## src/rtl/sdpram16_arb_pkg.sv

```systemverilog
// ----------------------------------------------------------------------------
// sdpram16_arb_pkg
//   Shared types and constants for the sdpram16 access arbiter.
//   RD_LATENCY  : read pipeline depth of the sdpram16 instance (cycles from
//                 read_enable being sampled to read_data being valid).
//   MAX_CLIENTS : largest supported requester count.
//   client_id_t : encoded client index.
//   rd_track_t  : one stage of the in-flight read tracker (valid + owner id).
// ----------------------------------------------------------------------------
package sdpram16_arb_pkg;

  localparam int RD_LATENCY  = 2;
  localparam int MAX_CLIENTS = 8;

  typedef logic [2:0] client_id_t;

  typedef struct packed {
    logic       valid;
    client_id_t id;
  } rd_track_t;

endpackage

```

## src/rtl/sdpram16_rr_pick.sv

```systemverilog
// ----------------------------------------------------------------------------
// sdpram16_rr_pick
//   Combinational rotate-priority picker. The search for a requester starts
//   at ptr_i and wraps modulo NUM_CLIENTS; the first requester found wins.
//   Ports:
//     req_i  in  NUM_CLIENTS  request vector
//     ptr_i  in  3            search start index, must be < NUM_CLIENTS
//     gnt_o  out NUM_CLIENTS  one-hot grant (all zero when no request)
//     id_o   out 3            index of the granted client (0 when none)
//     any_o  out 1            a grant was made
// ----------------------------------------------------------------------------
module sdpram16_rr_pick
  import sdpram16_arb_pkg::*;
#(
  parameter int NUM_CLIENTS = 4
) (
  input  logic [NUM_CLIENTS-1:0] req_i,
  input  client_id_t             ptr_i,
  output logic [NUM_CLIENTS-1:0] gnt_o,
  output client_id_t             id_o,
  output logic                   any_o
);

  logic [2*NUM_CLIENTS-1:0] req_dbl;
  logic [NUM_CLIENTS-1:0]   req_rot;
  logic [3:0]               id_sum;

  // Doubling the request vector and shifting by ptr_i rotates it so that
  // bit k of req_rot is client (ptr_i + k) mod NUM_CLIENTS.
  // NOTE: every signal driven here gets a default at the top of the block,
  // so no path leaves a value unassigned and no latch is inferred.
  always_comb begin
    req_dbl = {req_i, req_i} >> ptr_i;
    req_rot = req_dbl[NUM_CLIENTS-1:0];
    any_o   = 1'b0;
    id_o    = '0;
    id_sum  = '0;
    gnt_o   = '0;
    for (int k = 0; k < NUM_CLIENTS; k++) begin
      if (!any_o && req_rot[k]) begin
        any_o  = 1'b1;
        id_sum = {1'b0, ptr_i} + 4'(k);
        if (id_sum >= 4'(NUM_CLIENTS)) begin
          id_sum = id_sum - 4'(NUM_CLIENTS);
        end
        id_o = id_sum[2:0];
      end
    end
    for (int i = 0; i < NUM_CLIENTS; i++) begin
      gnt_o[i] = any_o && (id_o == client_id_t'(i));
    end
  end

endmodule

```

## src/rtl/sdpram16_arbiter.sv

```systemverilog
// ----------------------------------------------------------------------------
// sdpram16_arbiter
//   Shares one sdpram16 (16-bit simple dual-port RAM, byte enables, 2-cycle
//   pipelined read) among NUM_CLIENTS requesters. At most one operation is
//   accepted per cycle; it is driven on the registered mem_* ports in the
//   following cycle. Reads are tracked through the RAM pipeline and returned
//   with a one-cycle cl_rvalid_o strobe to the issuing client three cycles
//   after acceptance.
//
//   Configuration macro: SDPRAM16_ARB_FIXED_PRIO_EN
//     defined   : client 0 wins whenever it requests; clients 1..N-1 share
//                 the round-robin pointer, which client-0 grants leave alone.
//     undefined : plain round-robin over all clients.
//
//   Ports:
//     clk, rst_n            clock, asynchronous active-low reset
//     cl_req_i   [N]        per-client request, held until granted
//     cl_we_i    [N]        1 = write, 0 = read
//     cl_addr_i  [N*AW]     client i address at [i*AW +: AW]
//     cl_wdata_i [N*16]     client i write data at [i*16 +: 16]
//     cl_be_i    [N*2]      client i byte enables at [i*2 +: 2], [0] = low byte
//     cl_gnt_o   [N]        one-hot accept (combinational)
//     cl_rvalid_o[N]        read-return strobe
//     cl_rdata_o [16]       read data, valid with any cl_rvalid_o bit
//     mem_*_o               registered RAM write/read port controls
//     mem_read_data_i [16]  RAM read data
// ----------------------------------------------------------------------------
module sdpram16_arbiter
  import sdpram16_arb_pkg::*;
#(
  parameter int NUM_CLIENTS = 4,
  parameter int ADDR_WIDTH  = 10
) (
  input  logic                            clk,
  input  logic                            rst_n,
  input  logic [NUM_CLIENTS-1:0]          cl_req_i,
  input  logic [NUM_CLIENTS-1:0]          cl_we_i,
  input  logic [NUM_CLIENTS*ADDR_WIDTH-1:0] cl_addr_i,
  input  logic [NUM_CLIENTS*16-1:0]       cl_wdata_i,
  input  logic [NUM_CLIENTS*2-1:0]        cl_be_i,
  output logic [NUM_CLIENTS-1:0]          cl_gnt_o,
  output logic [NUM_CLIENTS-1:0]          cl_rvalid_o,
  output logic [15:0]                     cl_rdata_o,
  output logic [ADDR_WIDTH-1:0]           mem_write_addr_o,
  output logic [15:0]                     mem_write_data_o,
  output logic                            mem_write_enable_o,
  output logic [1:0]                      mem_byte_enable_o,
  output logic [ADDR_WIDTH-1:0]           mem_read_addr_o,
  output logic                            mem_read_enable_o,
  input  logic [15:0]                     mem_read_data_i
);

  localparam client_id_t LAST_ID = client_id_t'(NUM_CLIENTS - 1);
`ifdef SDPRAM16_ARB_FIXED_PRIO_EN
  // Client 0 is outside the rotation, so the pointer wraps to 1.
  localparam client_id_t PTR_WRAP = client_id_t'(1);
`else
  localparam client_id_t PTR_WRAP = '0;
`endif

  // --------------------------------------------------------------------------
  // Arbitration
  // --------------------------------------------------------------------------
  client_id_t             rr_ptr_q, rr_ptr_d;
  logic [NUM_CLIENTS-1:0] rr_req;
  logic [NUM_CLIENTS-1:0] pick_gnt;
  client_id_t             pick_id;
  logic                   pick_any;
  logic [NUM_CLIENTS-1:0] gnt;

  always_comb begin
    rr_req = cl_req_i;
`ifdef SDPRAM16_ARB_FIXED_PRIO_EN
    rr_req[0] = 1'b0;
`endif
  end

  sdpram16_rr_pick #(
    .NUM_CLIENTS(NUM_CLIENTS)
  ) u_pick (
    .req_i(rr_req),
    .ptr_i(rr_ptr_q),
    .gnt_o(pick_gnt),
    .id_o (pick_id),
    .any_o(pick_any)
  );

  always_comb begin
    gnt      = pick_gnt;
    rr_ptr_d = rr_ptr_q;
`ifdef SDPRAM16_ARB_FIXED_PRIO_EN
    if (cl_req_i[0]) begin
      gnt    = '0;
      gnt[0] = 1'b1;
    end else if (pick_any) begin
      rr_ptr_d = (pick_id == LAST_ID) ? PTR_WRAP : pick_id + 3'd1;
    end
`else
    if (pick_any) begin
      rr_ptr_d = (pick_id == LAST_ID) ? PTR_WRAP : pick_id + 3'd1;
    end
`endif
  end

  // No client may see an accept while the issue registers are held in reset.
  assign cl_gnt_o = gnt & {NUM_CLIENTS{rst_n}};

  // --------------------------------------------------------------------------
  // Issue: mux the granted client's request onto the RAM port registers
  // --------------------------------------------------------------------------
  logic                  sel_we;
  logic [ADDR_WIDTH-1:0] sel_addr;
  logic [15:0]           sel_wdata;
  logic [1:0]            sel_be;
  client_id_t            sel_id;

  always_comb begin
    sel_we    = 1'b0;
    sel_addr  = '0;
    sel_wdata = '0;
    sel_be    = '0;
    sel_id    = '0;
    for (int i = 0; i < NUM_CLIENTS; i++) begin
      if (gnt[i]) begin
        sel_we    = cl_we_i[i];
        sel_addr  = cl_addr_i[i*ADDR_WIDTH +: ADDR_WIDTH];
        sel_wdata = cl_wdata_i[i*16 +: 16];
        sel_be    = cl_be_i[i*2 +: 2];
        sel_id    = client_id_t'(i);
      end
    end
  end

  logic [ADDR_WIDTH-1:0] mem_write_addr_q,   mem_write_addr_d;
  logic [15:0]           mem_write_data_q,   mem_write_data_d;
  logic                  mem_write_enable_q, mem_write_enable_d;
  logic [1:0]            mem_byte_enable_q,  mem_byte_enable_d;
  logic [ADDR_WIDTH-1:0] mem_read_addr_q,    mem_read_addr_d;
  logic                  mem_read_enable_q,  mem_read_enable_d;
  client_id_t            rd_id_q,            rd_id_d;

  // Enables are single-cycle strobes; address/data/be hold when idle.
  always_comb begin
    mem_write_addr_d   = mem_write_addr_q;
    mem_write_data_d   = mem_write_data_q;
    mem_byte_enable_d  = mem_byte_enable_q;
    mem_read_addr_d    = mem_read_addr_q;
    rd_id_d            = rd_id_q;
    mem_write_enable_d = 1'b0;
    mem_read_enable_d  = 1'b0;
    if (|gnt) begin
      if (sel_we) begin
        mem_write_enable_d = 1'b1;
        mem_write_addr_d   = sel_addr;
        mem_write_data_d   = sel_wdata;
        mem_byte_enable_d  = sel_be;
      end else begin
        mem_read_enable_d  = 1'b1;
        mem_read_addr_d    = sel_addr;
        rd_id_d            = sel_id;
      end
    end
  end

  // --------------------------------------------------------------------------
  // Read tracking: the issue register plus RD_LATENCY stages line up with
  // the RAM pipeline, so the last stage coincides with valid read data.
  // --------------------------------------------------------------------------
  rd_track_t rd_pipe_q [RD_LATENCY];
  rd_track_t rd_pipe_d [RD_LATENCY];

  always_comb begin
    rd_pipe_d[0].valid = mem_read_enable_q;
    rd_pipe_d[0].id    = rd_id_q;
    for (int k = 1; k < RD_LATENCY; k++) begin
      rd_pipe_d[k] = rd_pipe_q[k-1];
    end
  end

  // NOTE: state registers use non-blocking assignments so every flop samples
  // the pre-edge value of its neighbours, whatever order the simulator runs
  // the blocks in.
  always_ff @(posedge clk or negedge rst_n) begin
    if (!rst_n) begin
      rr_ptr_q           <= '0;
      mem_write_addr_q   <= '0;
      mem_write_data_q   <= '0;
      mem_write_enable_q <= 1'b0;
      mem_byte_enable_q  <= '0;
      mem_read_addr_q    <= '0;
      mem_read_enable_q  <= 1'b0;
      rd_id_q            <= '0;
      // NOTE: the tracker is a small shift register, not a RAM, so it is
      // cleared on reset; clearing the valids is what drops in-flight reads.
      for (int k = 0; k < RD_LATENCY; k++) begin
        rd_pipe_q[k] <= '0;
      end
    end else begin
      rr_ptr_q           <= rr_ptr_d;
      mem_write_addr_q   <= mem_write_addr_d;
      mem_write_data_q   <= mem_write_data_d;
      mem_write_enable_q <= mem_write_enable_d;
      mem_byte_enable_q  <= mem_byte_enable_d;
      mem_read_addr_q    <= mem_read_addr_d;
      mem_read_enable_q  <= mem_read_enable_d;
      rd_id_q            <= rd_id_d;
      for (int k = 0; k < RD_LATENCY; k++) begin
        rd_pipe_q[k] <= rd_pipe_d[k];
      end
    end
  end

  // --------------------------------------------------------------------------
  // Outputs
  // --------------------------------------------------------------------------
  always_comb begin
    cl_rvalid_o = '0;
    for (int i = 0; i < NUM_CLIENTS; i++) begin
      cl_rvalid_o[i] = rd_pipe_q[RD_LATENCY-1].valid &&
                       (rd_pipe_q[RD_LATENCY-1].id == client_id_t'(i));
    end
  end

  assign cl_rdata_o         = mem_read_data_i;
  assign mem_write_addr_o   = mem_write_addr_q;
  assign mem_write_data_o   = mem_write_data_q;
  assign mem_write_enable_o = mem_write_enable_q;
  assign mem_byte_enable_o  = mem_byte_enable_q;
  assign mem_read_addr_o    = mem_read_addr_q;
  assign mem_read_enable_o  = mem_read_enable_q;

endmodule

```

## config.mk

```make
export PLATFORM = sky130hd
export DESIGN_NAME = sdpram16_arbiter
export DESIGN_NICKNAME = d
export VERILOG_FILES = /design/src/rtl/sdpram16_arb_pkg.sv /design/src/rtl/sdpram16_rr_pick.sv /design/src/rtl/sdpram16_arbiter.sv
export SDC_FILE = /design/constraint.sdc
export NUM_CORES = 1
export LEC_CHECK = 0
export ABC_AREA = 1
export CORE_AREA = 10 10 114 126
export CTS_CLUSTER_DIAMETER = 80
export CTS_CLUSTER_SIZE = 25
export DETAILED_ROUTE_END_ITERATION = 8
export DIE_AREA = 0 0 124 136
export SLEW_MARGIN = 20
export SYNTH_ARGS = -nofsm -noshare
export SYNTH_HDL_FRONTEND = slang
export SYNTH_HIERARCHICAL = 1
export SYNTH_SLANG_ARGS = --single-unit
```

## constraint.sdc

```tcl
create_clock -name clk -period 3 [get_ports clk]
set_input_delay 0.3 -clock clk [delete_from_list [all_inputs] [get_ports clk]]
set_output_delay 0.3 -clock clk [all_outputs]
set_load 0.02 [all_outputs]
```

==> results.toml <==
[critical_path]
crit_fanout = 6
critPathArrivalTime_ns = 2.61
crit_type = "flip-flop to output port"
slowest_stage = "clkdlybuf4s50_1"
max_stage_delay_ns = 0.60
cp-start-kind = "flip-flop"
cp_common_cell = "nand2_1"
crit_chain = "clkbuf_2, nand2_1, nand3_1, nand3_1, nor2_1, nand2_1, nand2_2, nand3_2, nor2_1, nand2_1, inv_1, clkdlybuf4s50_1"
crit_required_ns = 2.70
crit_path_end_kind = "output port"

[global_routing]
grt_pass1_wl_mm = 20.6
antenna_found_initial = 1
grt_pass1_vias = 4045
grt-ovfl-total = 0
grt_max_degree = 39
grt_usage_pct = 15.3

[yosys]
synth_top_cell_area_share_pct = 37.1
ys_seq_elements = 51
netlist_top_cells_area = "dfrtp_1 (37%), nand2_1 (27%), nand3_1 (13%), inv_1 (5.7%), buf_4 (5.5%)"
synth_edf_count = 0
syn_inst = 535
ys.flop_type = "dfrtp_1"
ys_async_sr_fraction_pct = 100
synth_top_cell_by_area = "dfrtp_1"
ys_seq_area_share_pct = 37.1
synth_area_um2 = 3440
synth_nets = 675
synth_warnings = 6
avgSynthCellArea_um2 = 6.42
ys_types = 24

[detailed_routing]
wirelength_mm = 13.3
drcViolationCount = 0
num_vias = 3826
vias_per_cell = 4.52
dr.pass1.iters = 4
ant_nets = 0
drt-initial-drc-count = 148
wl_per_cell_um = 15.8

[cells_and_area]
area_growth_pct = 57.8
drive_above_1_share_pct = 8.80
fin_nets = 832
layout.cells.most_common = "nand2_1"
final_cell_mix = "nand2_1 (242), clkdlybuf4s50_1 (166), nand3_1 (88), inv_1 (52), dfrtp_1 (48)"
antenna_cells = 0

[sta]
fmax_ghz = 0.344
rsz0062_at_grt = "true"
finalCritPeriodShare_pct = 97.0
finalWorstSetupSlack_ns = 0.0914
min_period_ns = 2.91
fin_skew_ns = 0.00824
setup_viol = 0
drv_slew = 0
hold_viol = 0
slew_headroom_pct = 63.6
worst_slew_pin_slew_ns = 0.546

[run]
maxCapViolCount = 0

[floorplanning]
rows = 42
fp.dieH_um = 136
start_util_pct = 29.1
dieArea_um2 = 16900
io_pins = 202
core_um2 = 11800
dieWidth_um = 124

[place]
routabilityCongestion = 0.847
portBuffers = 169
dp_hpwl_mm = 10.7
place_ws_ns = -0.00910

[clocking]
path_clk_slew_ns = 0.08
clock_latency_ns = 0.29
clock-sinks = 51
cts_buffer_depth = 2
root_buffer = "clkbuf_16"
cts_made_buffers = 5
cts_tree = "yes"
cts_max_level = 2

[status]
status = "completed"

[hold_path]
hp-class = "flip-flop to flip-flop"
[worst paths after layout]
check | endpoint | cells after the start | slack (ns) | start
max in group asynchronous | mem_read_addr_o[7] | 3 | 1.63 | rst_n
worst max register to register | mem_read_addr_o[4] | 18 | 0.31 | rr_ptr_q[0]
min in group asynchronous | rd_id_q[1] | 2 | 0.53 | rst_n
worst min register to register | rd_pipe_q[3] | 0 | 0.35 | rd_pipe_d[3]
worst max-delay path | cl_gnt_o[0] | 12 | 0.09 | rr_ptr_q[0]
worst min-delay path | rd_pipe_q[3] | 0 | 0.35 | rd_pipe_d[3]
[Yosys cell counts (4+ instances only)]
master and number:
buf_2 9, buf_4 25, clkbuf_1 4, dfrtp_1 51, inv_1 52, inv_2 6
nand2_1 243, nand2_2 7, nand3_1 88, nor2_1 19, nor3_1 4
[cell type report]
cell class,count,area [um^2]
well taps,154,193
clock inverters,3,28.8
fillers,1251,6400
multi-input cells,383,1680
flip-flops and latches,51,1280
inverters,59,226
repair buffers,192,1890
clock buffers,5,125
[what timing repair did]
item | CTS | global route
endpoints found under the setup margin | 3 | 4
hold endpoints to repair | 7 | 0
buffers inserted | 0 | 2
gates resized for setup | 2 | 4
hold buffers | 1 | 0
[worst max-delay path: cells and delay by family (launching register included)]
kind,cells,cell delay [ns]
simple gates,9,1.02
buf+inv,3,0.85
flops,1,0.45
[cell families after synthesis]
family | Yosys count | share of synthesized area, %
AOI/OAI and AO/OA | 5 | 0.728
muxes | 1 | 0.328
and+or+nand+nor | 374 | 46.5
DFF | 51 | 37.1
other | 1 | 0.109
buffers and inverters | 101 | 14.5
adders and majority gates | 2 | 0.728
[layer usage]
layer / global-route usage [%] / vias up / part of all wire, %
met2: 27.4 / 134 / 49
met5: 0 / - / 0
met3: 5.02 / 23 / 9.1
met1: 16.9 / 1730 / 39
met4: 3.97 / 0 / 2.2
li1: - / 1939 / -
[flip-flops by register name, indices dropped and copies added (netlist names)]
name and cells:
rd_pipe_d 3, mem_write_data_o 16, rd_pipe_q 3, mem_byte_enable_o 2, mem_write_addr_o 10, mem_write_enable_o 1, mem_read_enable_o 1, rd_id_q 2
mem_read_addr_o 10, rr_ptr_q 3
[stage by stage]
step                      instances  util (%)  hold WS, ns  setup TNS [ns]  cell area [um^2]
after floorplan                 535         -      0.00441               0              3440
after detailed placement        836      44.3        0.307        -0.00910              5230
after global placement          836      44.3        0.299               0              5230
after CTS                       845      45.7        0.353               0              5400
final                           847      45.8        0.350               0              5420
after global routing            847      45.8        0.355          -0.247              5420
Power is not shown: default switching activity piles up to over one toggle a cycle in this logic, so the estimate is an artifact.
